`src/rtl/seq_pattern_detector_pkg.sv`:
```
// Shared types and bounds for the serial pattern detector.
//   det_state_t : FSM encoding (S_FILL collects a full window, S_HUNT checks every bit)
//   PAT_W_MAX   : largest supported pattern length
//   CNT_W_MAX   : largest supported match counter width
package seq_det_pkg;

  typedef enum logic [0:0] {
    S_FILL,
    S_HUNT
  } det_state_t;

  localparam int unsigned PAT_W_MAX = 16;
  localparam int unsigned CNT_W_MAX = 16;

endpackage

```
`src/rtl/seq_pattern_detector_if.sv`:
```
// Interface bundling the detector's stream, control and status signals.
//   master : stream source / controller (drives en, din, overlap, pat_load, pattern_in, clr)
//   slave  : the detector (drives q, match_cnt, armed)
interface seq_pattern_detector_if #(
  parameter int unsigned PAT_W = 4,
  parameter int unsigned CNT_W = 8
) ();

  logic             en;
  logic             din;
  logic             overlap;
  logic             pat_load;
  logic [PAT_W-1:0] pattern_in;
  logic             clr;
  logic             q;
  logic [CNT_W-1:0] match_cnt;
  logic             armed;

  modport master (
    output en, din, overlap, pat_load, pattern_in, clr,
    input  q, match_cnt, armed
  );

  modport slave (
    input  en, din, overlap, pat_load, pattern_in, clr,
    output q, match_cnt, armed
  );

endinterface

```
`src/rtl/seq_pattern_detector_sat_counter.sv`:
```
// Saturating up-counter used for the detector's match count.
//   clk   : clock
//   rst_n : asynchronous active-low reset, clears the count
//   inc   : add one this cycle (ignored once the count is all ones)
//   clr   : synchronous clear, has priority over inc
//   cnt   : current count
module sat_counter #(
  parameter int unsigned W = 8
) (
  input  logic         clk,
  input  logic         rst_n,
  input  logic         inc,
  input  logic         clr,
  output logic [W-1:0] cnt
);

  logic [W-1:0] cnt_q;
  logic [W-1:0] cnt_d;

  always_comb begin
    cnt_d = cnt_q;
    if (clr) begin
      cnt_d = '0;
    end else if (inc && (cnt_q != '1)) begin
      cnt_d = cnt_q + 1'b1;
    end
  end

  always_ff @(posedge clk or negedge rst_n) begin
    if (!rst_n) begin
      cnt_q <= '0;
    end else begin
      cnt_q <= cnt_d;
    end
  end

  assign cnt = cnt_q;

endmodule

```
`src/rtl/seq_pattern_detector.sv`:
```
// Serial bit-pattern detector with programmable PAT_W-bit pattern.
//   CLK     : clock
//   reset_n : asynchronous active-low reset
//   bus     : slave modport of seq_pattern_detector_if
//             en/din stream, overlap mode, pat_load/pattern_in, clr,
//             q match flag, match_cnt saturating count, armed (window full)
// Build option SEQ_DET_REG_OUT_EN: when defined q is registered (one cycle
// after the completing bit); otherwise q is the combinational match.
module seq_pattern_detector
  import seq_det_pkg::*;
#(
  parameter int unsigned PAT_W = 4,
  parameter int unsigned CNT_W = 8
) (
  input  logic                  CLK,
  input  logic                  reset_n,
  seq_pattern_detector_if.slave bus
);

  localparam int unsigned FCNT_W = $clog2(PAT_W);
  localparam logic [FCNT_W-1:0] FCNT_LAST = FCNT_W'(PAT_W - 1);

  if (PAT_W < 2 || PAT_W > PAT_W_MAX) begin : g_pat_w_err
    $error("seq_pattern_detector: PAT_W=%0d outside 2..%0d", PAT_W, PAT_W_MAX);
  end
  if (CNT_W < 1 || CNT_W > CNT_W_MAX) begin : g_cnt_w_err
    $error("seq_pattern_detector: CNT_W=%0d outside 1..%0d", CNT_W, CNT_W_MAX);
  end

  det_state_t        state_q, state_d;
  logic [FCNT_W-1:0] fcnt_q, fcnt_d;
  logic [PAT_W-2:0]  hist_q, hist_d;
  logic [PAT_W-1:0]  pat_q, pat_d;
  logic [PAT_W-1:0]  window;
  logic              hit;
  logic              match;

  // Window is the stored history plus the bit arriving this cycle.
  assign window = {hist_q, bus.din};
  assign hit    = (window == pat_q);

  always_comb begin
    state_d = state_q;
    fcnt_d  = fcnt_q;
    hist_d  = hist_q;
    pat_d   = pat_q;
    match   = 1'b0;
    if (bus.pat_load) begin
      // Loading a pattern flushes all progress; the din of this cycle is dropped.
      pat_d   = bus.pattern_in;
      hist_d  = '0;
      fcnt_d  = '0;
      state_d = S_FILL;
    end else if (bus.en) begin
      hist_d = window[PAT_W-2:0];
      unique case (state_q)
        S_FILL: begin
          if (fcnt_q == FCNT_LAST) begin
            match  = hit;
            fcnt_d = '0;
            // Non-overlapping hit restarts the fill; anything else arms hunting.
            if (!(hit && !bus.overlap)) begin
              state_d = S_HUNT;
            end
          end else begin
            fcnt_d = fcnt_q + 1'b1;
          end
        end
        S_HUNT: begin
          match = hit;
          if (hit && !bus.overlap) begin
            state_d = S_FILL;
            fcnt_d  = '0;
          end
        end
        default: begin
          state_d = S_FILL;
          fcnt_d  = '0;
        end
      endcase
    end
  end

  always_ff @(posedge CLK or negedge reset_n) begin
    if (!reset_n) begin
      state_q <= S_FILL;
      fcnt_q  <= '0;
      hist_q  <= '0;
      pat_q   <= '0;
    end else begin
      state_q <= state_d;
      fcnt_q  <= fcnt_d;
      hist_q  <= hist_d;
      pat_q   <= pat_d;
    end
  end

  assign bus.armed = (state_q == S_HUNT);

`ifdef SEQ_DET_REG_OUT_EN
  logic q_q;
  logic q_d;

  assign q_d = match;

  always_ff @(posedge CLK or negedge reset_n) begin
    if (!reset_n) begin
      q_q <= 1'b0;
    end else begin
      q_q <= q_d;
    end
  end

  assign bus.q = q_q;
`else
  assign bus.q = match;
`endif

  sat_counter #(
    .W (CNT_W)
  ) u_match_cnt (
    .clk   (CLK),
    .rst_n (reset_n),
    .inc   (match),
    .clr   (bus.clr),
    .cnt   (bus.match_cnt)
  );

endmodule

```
`src/flat_wrapper.sv`:
```
// flat-port wrapper written by rule: the top's interface ports become plain ports
module seq_pattern_detector_flat import seq_det_pkg::*;
#(
  parameter int unsigned PAT_W = 4,
  parameter int unsigned CNT_W = 8
)
  (CLK, reset_n, bus_en, bus_din, bus_overlap, bus_pat_load, bus_pattern_in, bus_clr, bus_q, bus_match_cnt, bus_armed);
  seq_pattern_detector_if #(.PAT_W(PAT_W), .CNT_W(CNT_W)) bus_i ();
  input  logic CLK;
  input  logic reset_n;
  input wire logic [$bits(bus_i.en)-1:0] bus_en;
  input wire logic [$bits(bus_i.din)-1:0] bus_din;
  input wire logic [$bits(bus_i.overlap)-1:0] bus_overlap;
  input wire logic [$bits(bus_i.pat_load)-1:0] bus_pat_load;
  input wire logic [$bits(bus_i.pattern_in)-1:0] bus_pattern_in;
  input wire logic [$bits(bus_i.clr)-1:0] bus_clr;
  output wire logic [$bits(bus_i.q)-1:0] bus_q;
  output wire logic [$bits(bus_i.match_cnt)-1:0] bus_match_cnt;
  output wire logic [$bits(bus_i.armed)-1:0] bus_armed;
  assign bus_i.en = bus_en;
  assign bus_i.din = bus_din;
  assign bus_i.overlap = bus_overlap;
  assign bus_i.pat_load = bus_pat_load;
  assign bus_i.pattern_in = bus_pattern_in;
  assign bus_i.clr = bus_clr;
  assign bus_q = bus_i.q;
  assign bus_match_cnt = bus_i.match_cnt;
  assign bus_armed = bus_i.armed;
  seq_pattern_detector #(.PAT_W(PAT_W), .CNT_W(CNT_W)) u_core (.CLK(CLK), .reset_n(reset_n), .bus(bus_i));
endmodule
```
`config.mk`:
```
export PLATFORM = sky130hd
export DESIGN_NAME = seq_pattern_detector_flat
export DESIGN_NICKNAME = d
export VERILOG_FILES = /design/src/rtl/seq_pattern_detector_pkg.sv /design/src/rtl/seq_pattern_detector_if.sv /design/src/rtl/seq_pattern_detector_sat_counter.sv /design/src/rtl/seq_pattern_detector.sv /design/src/flat_wrapper.sv
export SDC_FILE = /design/constraint.sdc
export NUM_CORES = 1
export LEC_CHECK = 0
export ABC_AREA = 1
export BUFFER_PORTS_ARGS = -buffer_cell sky130_fd_sc_hd__buf_2
export CAP_MARGIN = 40
export CORE_AREA = 2 2 47 49
export CTS_CLUSTER_SIZE = 28
export DETAILED_ROUTE_END_ITERATION = 8
export DIE_AREA = 0 0 49 51
export PLACE_DENSITY = 0.86
export SKIP_CTS_REPAIR_TIMING = 1
export SLEW_MARGIN = 15
export SYNTH_ARGS = -nofsm -noshare
export SYNTH_HDL_FRONTEND = slang
export SYNTH_SLANG_ARGS = --single-unit
```
`constraint.sdc`:
```
create_clock -name CLK -period 2.89 [get_ports CLK]
set_input_delay 0.1445 -clock CLK [delete_from_list [all_inputs] [get_ports CLK]]
set_output_delay 0.1445 -clock CLK [all_outputs]
set_load 0.05 [all_outputs]
```
== After elaboration in Yosys (flattened, before gate mapping) ==
Index checks and enable logic that the tools add are counted.
Word-level totals
  bits in latches: 0
  bits in writable memories: 0
  logic and storage cells: 36
  bits of input ports: 11
  bits in registers: 18
  memories: 0
  output and inout port bits: 10
  memory bits (read-only): 0
Cells by class
  eq/ne operators: 4
  divide/modulo/power cells: 0
  reductions and logical operators: 6
  bitwise logic cells: 1
  multiply operators: 0
  muxes and demuxes: 18
  $add $sub $neg: 2
  shifts and indexed selects: 0
  magnitude comparators: 0
Operators by type and width (count)
  8-bit two-way mux: 2
  8-bit by 1-bit adder with 8-bit output, second input constant: 1
  2-bit two-way mux: 4
  8-bit != test, second input constant: 1
  1-bit two-way mux: 7
  3-bit two-way mux: 2
  4-bit == test: 1
  1-bit one-hot mux with 2 select lines: 2
  2-bit one-hot mux with 2 select lines: 1
  2-bit nonzero test: 2
  3-bit != test, second input constant: 1
  2-bit by 1-bit adder with 2-bit output, second input constant: 1
  2-bit == test, second input constant: 1
  1-bit logical AND: 2
  2-bit AND reduction: 1
  1-bit logical NOT: 1
  1-bit NOT: 1

== Logic depth before layout (Yosys ltp) ==
  depth in word-level cells: 8
  mapped depth: 9
  depth with buffers taken out: 9

== Cells and area by module ==
From an unflattened synthesis, not the netlist that was laid out.
Unflattened totals
  cell total of the unflattened synthesis: 146
  area, all modules: 1041.0 um^2
Modules (own cells, without submodules)
  seq_pattern_detector: area each 529.3 um^2, seq. area each 250.2 um^2, times used 1, cells an instance 72
  sat_counter: area each 511.7 um^2, seq. area each 200.2 um^2, times used 1, cells an instance 74

== Worst setup path before layout ==
OpenSTA, ideal clock, no wires.
  path type: reg2reg
  start point: register u_core.u_match_cnt.cnt_q[0] (netlist: u_core.u_match_cnt.cnt[0])
  end point: register u_core.u_match_cnt.cnt_q[0] (netlist: u_core.u_match_cnt.cnt[0])
  buffers on the path: 0
  arrival time: 1496 ps
  stages on the path, launching flop included: 9
  clock period less this slack: 1614 ps
  path slack: 1276 ps
  cell sequence: dfrtp_1 -> ha_1 -> nand2_1 -> inv_1 -> nand3_2 -> inv_1 -> nor2_8 -> nand3_1 -> nand2_1
On the way
  longest elaborated chain between the ends: 3
  elaborated cells on any way between the ends: 6
RTL lines
  from (decl): line seq_pattern_detector_sat_counter.sv:17  | logic [W-1:0] cnt_q;
  from (signal assigned): line seq_pattern_detector_sat_counter.sv:33  | cnt_q <= cnt_d;
  8-bit by 1-bit adder with 8-bit output or 8-bit != test (tied branches): line seq_pattern_detector_sat_counter.sv:25, seq_pattern_detector_sat_counter.sv:24
  8-bit two-way mux or 1-bit logical AND (tied branches): line seq_pattern_detector_sat_counter.sv:24  | end else if (inc && (cnt_q != '1)) begin
  8-bit two-way mux or 2-bit nonzero test (tied branches)
Parallel ways exist; a longest one is shown, timed or not. The select of a mux whose other input is x is not followed.
A chain may end at the register's enable or synchronous reset.

== Worst setup path in the final report ==
  start point: register u_core.fcnt_q[0]
  end point: output port bus_q
On the way
  longest elaborated chain between the ends: 5
RTL lines
  from (decl): line seq_pattern_detector.sv:31  | logic [FCNT_W-1:0] fcnt_q, fcnt_d;
  from (signal assigned): line seq_pattern_detector.sv:92  | fcnt_q <= fcnt_d;
  2-bit == test: line seq_pattern_detector.sv:58  | if (fcnt_q == FCNT_LAST) begin
  1-bit two-way mux: line seq_pattern_detector.sv:58
  1-bit one-hot mux with 2 select lines: line seq_pattern_detector.sv:56  | unique case (state_q)
  1-bit two-way mux: line seq_pattern_detector.sv:54  | end else if (bus.en) begin
  1-bit two-way mux: line seq_pattern_detector.sv:48  | if (bus.pat_load) begin
  to (decl): line flat_wrapper.sv:17  | output wire logic [$bits(bus_i.q)-1:0] bus_q;
Every way passes these cells.

==> summary.txt <==
Status
  – Outcome: completed

Yosys
  – Dominant cells by area after synthesis: dfrtp_1 (42%), nand2_1 (14%), nand3_1 (9.3%), inv_1 (7.7%), nor2_4 (3.2%)
  – Main synth FF type: dfrtp_1
  – Count leader, synth: nand2_1
  – Register area share after synthesis: 42.1%
  – Async SR Flop Fraction: between 90% and 100%
  – Post-synth EDFFs: 0
  – Area share of the largest cell type after synthesis: 42.1%
  – Syn nets: 153
  – Ys Warns: 0
  – Number of distinct library cells after synthesis: 23
  – Synth area leader: dfrtp_1
  – Yosys reg bits: 18
  – Avg Cell Area, Syn: 7.65 um2
  – Post-synth top cells: nand2_1 (40), inv_1 (22), nand3_1 (20)
  – Mapped Cells: 140
  – Cell Area, Synth: approximately 1100 um2

Clock tree
  – Clock root cell: clkbuf_4
  – Worst-skew pair later-pin latency: 0.29 ns
  – Clk sinks: 18
  – H-tree depth: 1
  – Reg clk slew, reported paths: ~0.1 ns
  – CTS tree: yes
  – Total CTS buffers: 3
  – Clk buf depth: 2

Detailed routing
  – Routed len/inst: 11.2 um
  – Total Routed Length: 2130 um
  – 1st-iter DRT viols: 16
  – DRT Pass-1 Iters: 5
  – Via-to-Cell Ratio: ~5.0
  – Post-route ant nets: 0
  – Post-route DRC violation count: 0
  – DR vias: about 940

Layout
  – Antenna fix cells: 0
  – Fin nets: 176
  – Share of layout cells above drive strength 1: 24.7%
  – Fin cells: 190
  – Synthesis-to-finish area growth: 15.8%
  – Final instance area: 1240 um2
  – Fin util: 60.1%

Timing
  – Worst-case clock skew: 0.00256 ns
  – Crit path time final: 1.70 ns
  – Fin worst setup slack: between 1 and 1.5 ns
  – # setup viols final: 0
  – Fmax: roughly 0.59 GHz
  – Max Slew Vio Count: 0
  – Slew HR: ~70%
  – Setup TNS: 0 ns
  – Unrepaired setup endpoints after global routing: false
  – Tcrit/Tclk final: between 50% and 60%
  – Worst hold slack: roughly 0.064 ns
  – Slew @ Worst Pin: 0.427 ns
  – Fin. Hold Viols: 0

Pwr
  – P_sw: 126 uW
  – Internal: 363 uW
  – Gate power share: 13.7%
  – Power Density: 395 nW/um2
  – Pwr Total: 489 uW
  – Maximum VDD drop: approximately 300 uV
  – LEAKAGE: 0.726 nW
  – Switch share: 25.8%
  – Sequential Power Share: 55.1%
  – Clock Power Share: 31.2%

Placement
  – Worst slack, placed: 1.43 ns
  – GP Congestion: 0.811
  – Post-Place Cells: 185
  – Total placed instance area: approximately 1200 um2
  – Input/output buffers: 20
  – HPWL after detailed placement: between 1500 and 2000 um

Worst setup path
  – Critical path class: flop to primary output
  – FF-to-FF End: u_core.u_match_cnt.cnt[7]$_DFFE_PN0P_
  – R2R depth: 7
  – CP cell instances: ha_1, nor2_1, nor2_2, nand3_4, inv_1, buf_2
  – Worst R2R Start: u_core.u_match_cnt.cnt[0]$_DFFE_PN0P_
  – Crit Path Max Fanout: 3
  – Critical path arrival: 1.55 ns
  – Beginning of the critical path: u_core.fcnt_q[0]$_DFFE_PN0P_
  – CP peak stage delay: 0.39 ns
  – Setup crit start kind: flop
  – Worst Setup End Kind: primary output
  – Crit-path slowest cell: dfrtp_1
  – R2R Setup Slk: 1.43 ns
  – Critical Path RT: 2.75 ns

Job
  – MaxCap Viol Count: 0

Die
  – Rows: 17
  – Die area: about 2500 um2
  – Die Span X: 49 um
  – Core Area: slightly above 2000 um2
  – Vert. Die Dim: about 50 um
  – Number of top-level pins: 21
  – Initial Util: roughly half

Hold path
  – Hold Startpoint: bus_pattern_in[0]
  – Hold Crit Endpoint: u_core.pat_q[0]$_DFFE_PN0P_
  – Min-Delay Path Depth: 3
  – Hold crit path type: input pin to flop

Global routing
  – Largest net degree at the start of global routing: 19
  – Overflow after GRT: 0
  – Vias in the first global route: 930
  – First-pass GRT wire length: 3820 um
  – Antenna violations before repair: 0
  – GRT Util Overall: 20.0%
area by class of cell:
class | count | area [um2]
clock buffers | 4 | 36.3
fillers | 206 | 823
well taps | 28 | 35.0
repair buffers | 21 | 110
flip-flops and latches | 18 | 450
multi-input cells | 94 | 514
inverters | 25 | 93.8
sequential cells by signal (all words and copies together) (netlist names):
name,count
u_core.bus.armed,1
u_core.fcnt_q,2
u_core.hist_q,3
u_core.u_match_cnt.cnt,8
u_core.pat_q,4
cell usage in the layout, fill, tap and decap left out, types with 3 or more instances in the layout:
master     n
inv_2      3
buf_2     20
o22ai_1    3
nand3_1   20
o21ai_0    5
nor2_1     6
nand2_1   40
clkbuf_4   3
inv_1     22
dfrtp_1   18
nand2_2    3
nor2_4     3
logic make-up after synthesis:
group                      Yosys count  share of synthesized area (%)
DFF                                 18                           42.1
adders and majority gates            2                           2.34
and+or+nand+nor                     81                           39.1
AOI/OAI and AO/OA                    8                           4.09
buffers and inverters               28                           9.93
xor gates and xnor gates             3                           2.45
critical path: cells and delay by family (launching register included):
family	cells	cell delay (ns)
flip-flops	1	0.39
buffers and inverters	2	0.32
AND/OR/NAND/NOR	3	0.40
adder cells (fa/ha/maj)	1	0.16
how the worst max path moves through the flow:
stage	endpoint	slack (ns)	depth (start not counted)
finish	bus_q	1.19	6
global route	bus_q	1.08	6
CTS	bus_q	1.18	6
detailed placement	u_core.u_match_cnt.cnt[6]$_DFFE_PN0P_	1.43	7
global placement	u_core.u_match_cnt.cnt[1]$_DFFE_PN0P_	1.53	7
floorplan	u_core.u_match_cnt.cnt[0]$_DFFE_PN0P_	1.28	8
power by group through the flow:
stage	Combinational (mW)	Clock (mW)	Sequential, mW
after global placement	0.0635	0	0.273
after detailed placement	0.0669	0	0.274
after global routing	0.0778	0.170	0.271
final	0.0672	0.152	0.270
after CTS	0.0672	0.155	0.270
after floorplan	0.0451	0	0.274
routing by layer:
layer,global-route usage [%],wire (um),part of all wire [%]
met4,10.0,34,1.6
met2,36.3,1120,53
met5,0,0,0
met1,23.3,897,42
met3,2.63,75,3.5
Note: power is estimated with default switching activity, not from simulation.
